[config.mk]
export PLATFORM = sky130hd
export DESIGN_NAME = inst_fetch
export DESIGN_NICKNAME = d
export VERILOG_FILES = /design/src/rtl/inst_fetch.sv
export SDC_FILE = /design/constraint.sdc
export NUM_CORES = 1
export LEC_CHECK = 0
export CAP_MARGIN = 30
export CORE_MARGIN = 4
export CORE_UTILIZATION = 30
export DETAILED_ROUTE_END_ITERATION = 7
export PLACE_DENSITY = 0.67
export SYNTH_ARGS = -nofsm -noshare
export SYNTH_HDL_FRONTEND = slang
export SYNTH_SLANG_ARGS = --single-unit
[constraint.sdc]
create_clock -name clk -period 1.59 [get_ports clk]
set_input_delay 0.2385 -clock clk [delete_from_list [all_inputs] [get_ports clk]]
set_output_delay 0.2385 -clock clk [all_outputs]
set_load 0.1 [all_outputs]
[src/rtl/inst_fetch.sv]
// Instruction fetch stage: owns the PC, reads a combinational instruction memory and
// registers {pc, inst} into a one-entry valid/ready buffer; handles redirect, halt and fault.
module inst_fetch #(
  parameter int                 ADDR_W    = 16,
  parameter int                 MEM_BYTES = 64,
  parameter logic [ADDR_W-1:0]  RESET_PC  = '0,
  parameter logic [3:0]         HALT_OP   = 4'hF
) (
  input  logic              clk,
  input  logic              rst_n,
  input  logic              run,
  output logic [ADDR_W-1:0] imem_addr,
  input  logic [15:0]       imem_inst,
  input  logic              redir_valid,
  input  logic [ADDR_W-1:0] redir_pc,
  output logic              out_valid,
  input  logic              out_ready,
  output logic [15:0]       out_inst,
  output logic [ADDR_W-1:0] out_pc,
  output logic              halted,
  output logic              fault
);

  typedef enum logic [1:0] {
    ST_FETCH = 2'd0,
    ST_HALT  = 2'd1,
    ST_FAULT = 2'd2
  } state_e;

  localparam logic [ADDR_W-1:0] LAST_PC = ADDR_W'(MEM_BYTES - 2);

  state_e            state_q, state_d;
  logic [ADDR_W-1:0] pc_q, pc_d;
  logic              out_valid_q, out_valid_d;
  logic [15:0]       out_inst_q, out_inst_d;
  logic [ADDR_W-1:0] out_pc_q, out_pc_d;
  logic              halted_q, halted_d;
  logic              fault_q, fault_d;

  logic xfer;
  logic want_load;
  logic bad_pc;
  logic redir_take;

  assign xfer       = out_valid_q && out_ready;
  assign want_load  = (state_q == ST_FETCH) && run && (!out_valid_q || out_ready) && !redir_valid;
  assign bad_pc     = pc_q[0] || (pc_q > LAST_PC);
  assign redir_take = redir_valid && (state_q != ST_FAULT);

  // NOTE: every variable gets its hold value first so no path through the block infers a latch.
  always_comb begin
    state_d     = state_q;
    pc_d        = pc_q;
    out_valid_d = out_valid_q;
    out_inst_d  = out_inst_q;
    out_pc_d    = out_pc_q;
    halted_d    = halted_q;
    fault_d     = fault_q;

    if (redir_take) begin
      // A same-cycle transfer still completes; otherwise the buffered entry is dropped.
      pc_d        = redir_pc;
      out_valid_d = 1'b0;
      state_d     = ST_FETCH;
      halted_d    = 1'b0;
    end else if (want_load && bad_pc) begin
      state_d = ST_FAULT;
      fault_d = 1'b1;
      if (xfer) out_valid_d = 1'b0;
    end else if (want_load) begin
      out_inst_d  = imem_inst;
      out_pc_d    = pc_q;
      out_valid_d = 1'b1;
      pc_d        = pc_q + ADDR_W'(2);
      if (imem_inst[15:12] == HALT_OP) begin
        state_d  = ST_HALT;
        halted_d = 1'b1;
      end
    end else if (xfer) begin
      out_valid_d = 1'b0;
    end
  end

  // NOTE: state registers use non-blocking assignment so all flops update together at the edge.
  always_ff @(posedge clk or negedge rst_n) begin
    if (!rst_n) begin
      state_q     <= ST_FETCH;
      pc_q        <= RESET_PC;
      out_valid_q <= 1'b0;
      out_inst_q  <= '0;
      out_pc_q    <= '0;
      halted_q    <= 1'b0;
      fault_q     <= 1'b0;
    end else begin
      state_q     <= state_d;
      pc_q        <= pc_d;
      out_valid_q <= out_valid_d;
      out_inst_q  <= out_inst_d;
      out_pc_q    <= out_pc_d;
      halted_q    <= halted_d;
      fault_q     <= fault_d;
    end
  end

  assign imem_addr = pc_q;
  assign out_valid = out_valid_q;
  assign out_inst  = out_inst_q;
  assign out_pc    = out_pc_q;
  assign halted    = halted_q;
  assign fault     = fault_q;

endmodule

==> impl_metrics.env, run 1 <==
export IMPL_status="complete, but fails checks"
export IMPL_violations="setup timing"
export IMPL_combPwrFrac_pct=60.6
export IMPL_port_buffers=87
export IMPL_crit_fanout=14
export IMPL_vdd_ir_drop_max_mv=0.972
export IMPL_slew_viol_final=0
export IMPL_swShare_pct=48.1
export IMPL_final_cell_mix="buf_12 (54), dfrtp_1 (38), nand2_1 (35)"
export IMPL_clockBufferDepth=2
export IMPL_seq_area_frac_synth_pct=62.5
export IMPL_cp_arrival_ns=1.94
export IMPL_nets=338
export IMPL_ys_ff_latch=53
export IMPL_route_detailed_drc=0
export IMPL_period_share_pct=110
export IMPL_path_class="register to register"
export IMPL_place_congestion=0.754
export IMPL_ant_nets=0
export IMPL_utilization_pct=60.7
export IMPL_synthCells=174
export IMPL_gr_usage_all_layers_pct=13.6
export IMPL_clk_pin_slew_ns=0.09
export IMPL_power_frac_seq_pct=28.2
export IMPL_clockRootBuffer="clkbuf_8"
export IMPL_vias=1754
export IMPL_r2r_cells=5
export IMPL_clk_latency_ns=0.30
export IMPL_post_place_ws_ns=-0.502
export IMPL_grt_pass1_vias=1894
export IMPL_netlist_area_mm2=0.00212
export IMPL_cp_required_ns=1.78
export IMPL_drt_first_pass_iters=4
export IMPL_start_util_pct=31.1
export IMPL_num_io_pins=88
export IMPL_row_count=30
export IMPL_syn_area_per_cell_um2=12.2
export IMPL_rsz0062_at_grt="true"
export IMPL_period_needed_ns=1.76
export IMPL_leakagePower_nw=1.86
export IMPL_h_tree_depth=2
export IMPL_skew_ns=0.00838
export IMPL_hold_path_class="input port to asynchronous set/reset pin"
export IMPL_worst_slack_ns=-0.165
export IMPL_die_area_mm2=0.00849
export IMPL_drive_gt1_share_pct=48.2
export IMPL_r2r_slack_ns=-0.17
export IMPL_antenna_found_initial=0
export IMPL_grt_overflow=0
export IMPL_whs_ns=0.424
export IMPL_grt_pass1_wl_um=9140
export IMPL_startpoint_type="register"
export IMPL_setup_tns_ns=-3.84
export IMPL_p_sw_mw=3.41
export IMPL_worstMarginPinSlew_ns=0.430
export IMPL_setup_viol=31
export IMPL_cts_buffers=5
export IMPL_final_common_cell="buf_12"
export IMPL_cts_tree="built"
export IMPL_slew_headroom_pct=71.3
export IMPL_via_per_inst=4.42
export IMPL_maxCapViolations=0
export IMPL_wire_per_inst_um=14.3
export IMPL_cts_sinks=53
export IMPL_die_h_um=92.1
export IMPL_area_growth_pct=95.2
export IMPL_syn_num_nets=212
export IMPL_drtIter0Drc=77
export IMPL_ys_types=31
export IMPL_diodes=0
export IMPL_power_density_mw_per_mm2=1710
export IMPL_dpl_hpwl_um=4180
export IMPL_power_clock_fraction_pct=11.2
export IMPL_maxClockFrequency_ghz=0.570
export IMPL_timing_rr_end="out_inst[12]$_DFFE_PN0P_"
export IMPL_grt_max_degree=21
export IMPL_ys_warnings_count=0
export IMPL_cp_end_kind="register"
export IMPL_finalHoldViolCount=0
export IMPL_p_int_mw=3.67
export IMPL_drt_total_wl_um=5690
export IMPL_fp_dieW_um=92.1
export IMPL_r2r_start="imem_addr[11]$_DFFE_PN0P_"
export IMPL_coreArea_mm2=0.00683
==> cells by family (layout without fill, tap and decap cells) <==
family	after synthesis	in the layout	share of synthesized area, %
and+or+nand+nor	77	78	19.7
DFF	53	53	62.5
AOI/OAI and AO/OA	15	15	4.42
muxes	21	21	11.1
adders and majority gates	1	1	0.589
buffers and inverters	7	133	1.65
==> Yosys cell counts (all sizes together) <==
library cell / instances / area, um2
or3: 2 / 12.5
dfrtp: 53 / 1330
and4: 1 / 8.76
nand2: 36 / 143
a21oi: 3 / 15.0
inv: 1 / 3.75
buf: 3 / 20.0
ha: 1 / 12.5
o31ai: 2 / 15.0
nor4: 2 / 25.0
nor3: 2 / 10.0
nand2b: 2 / 12.5
nor2b: 11 / 68.8
a31oi: 5 / 31.3
nand3: 3 / 20.0
a21o: 1 / 7.51
o211ai: 1 / 7.51
or4: 3 / 22.5
clkbuf: 3 / 11.3
nor4b: 1 / 23.8
and3: 2 / 12.5
mux2: 21 / 236
nor2: 9 / 41.3
a211oi: 1 / 7.51
o21ai: 2 / 10.0
or2: 1 / 6.26
and2: 2 / 12.5
==> power by group through the flow <==
stage / sequential (mW) / combinational [mW] / clock, mW
final: 2.00 / 4.29 / 0.792
after global routing: 2.03 / 4.45 / 0.877
after CTS: 1.99 / 4.23 / 0.823
after detailed placement: 2.01 / 4.18 / 0
after global placement: 2.00 / 4.16 / 0
after floorplan: 3.85 / 0.484 / 0
==> sequential cells by signal, summed over array words and instances, names as in the netlist <==
| signal | cells |
|---|---|
| imem_addr | 16 |
| out_inst | 16 |
| out_pc | 16 |
| state_q | 2 |
| fault | 1 |
| halted | 1 |
| out_valid | 1 |
==> layout make-up <==
type	count	area, um2
Tap cell	96	120
Multi-Input combinational cell	115	863
Timing Repair Buffer	124	1710
Sequential cell	53	1350
Fill cell	548	2690
Inverter	1	3.75
Clock buffer	6	82.6
Clock inverter	2	13.8
==> metal layers <==
layer	vias to the layer above	share of wire [%]	GRT usage, %
met1	849	42	16.9
li1	845	-	-
met5	-	0	0
met2	53	50	21.9
met4	0	1.0	4.08
met3	7	7.5	5.17
==> worst max path at each step <==
stage	startpoint	end	slack [ns]	depth (start not counted)
final	imem_addr[11]$_DFFE_PN0P_	out_inst[12]$_DFFE_PN0P_	-0.17	5
after global placement	redir_valid	out_inst[7]$_DFFE_PN0P_	-0.43	6
after detailed placement	redir_valid	out_inst[2]$_DFFE_PN0P_	-0.50	6
after CTS	imem_addr[0]$_DFFE_PN0P_	out_inst[11]$_DFFE_PN0P_	-0.18	5
after floorplan	imem_addr[13]$_DFFE_PN0P_	out_pc[5]$_DFFE_PN0P_	-0.34	5
after global routing	imem_addr[11]$_DFFE_PN0P_	out_inst[13]$_DFFE_PN0P_	-0.24	5
==> worst max-delay path: stages, from the launching register on <==
cell,delay [ns]
dfrtp_2,0.44
nor4_4,0.36
nand3_4,0.16
nor2_4,0.18
buf_12,0.17
mux2_2,0.33
==> stage by stage <==
step | power [mW] | instance area (um2) | cells
after floorplan | 4.33 | 2170 | 174
after global placement | 6.16 | 3890 | 380
after detailed placement | 6.19 | 3890 | 380
after CTS | 7.04 | 4080 | 394
after global routing | 7.35 | 4150 | 397
final | 7.08 | 4150 | 397
==> what timing repair did <==
action	in CTS	in global routing
hold buffers	1	0
cloned	1	0
pin swaps	7	6
gates resized for setup	15	9
hold endpoints to repair	15	0
setup endpoints to repair	31	36
buffers inserted	4	3
No activity file was read; power rests on OpenSTA's default activity.
==> run 2: changes to the inputs <==
--- a/config.mk
+++ b/config.mk
@@ -9,6 +9,7 @@
 export CORE_MARGIN = 4
 export CORE_UTILIZATION = 30
 export DETAILED_ROUTE_END_ITERATION = 7
+export HOLD_SLACK_MARGIN = 0.15
 export PLACE_DENSITY = 0.67
 export SYNTH_ARGS = -nofsm -noshare
 export SYNTH_HDL_FRONTEND = slang
==> results of run 2 <==
Final layout, timing and power as in run 1 (identical DEF).
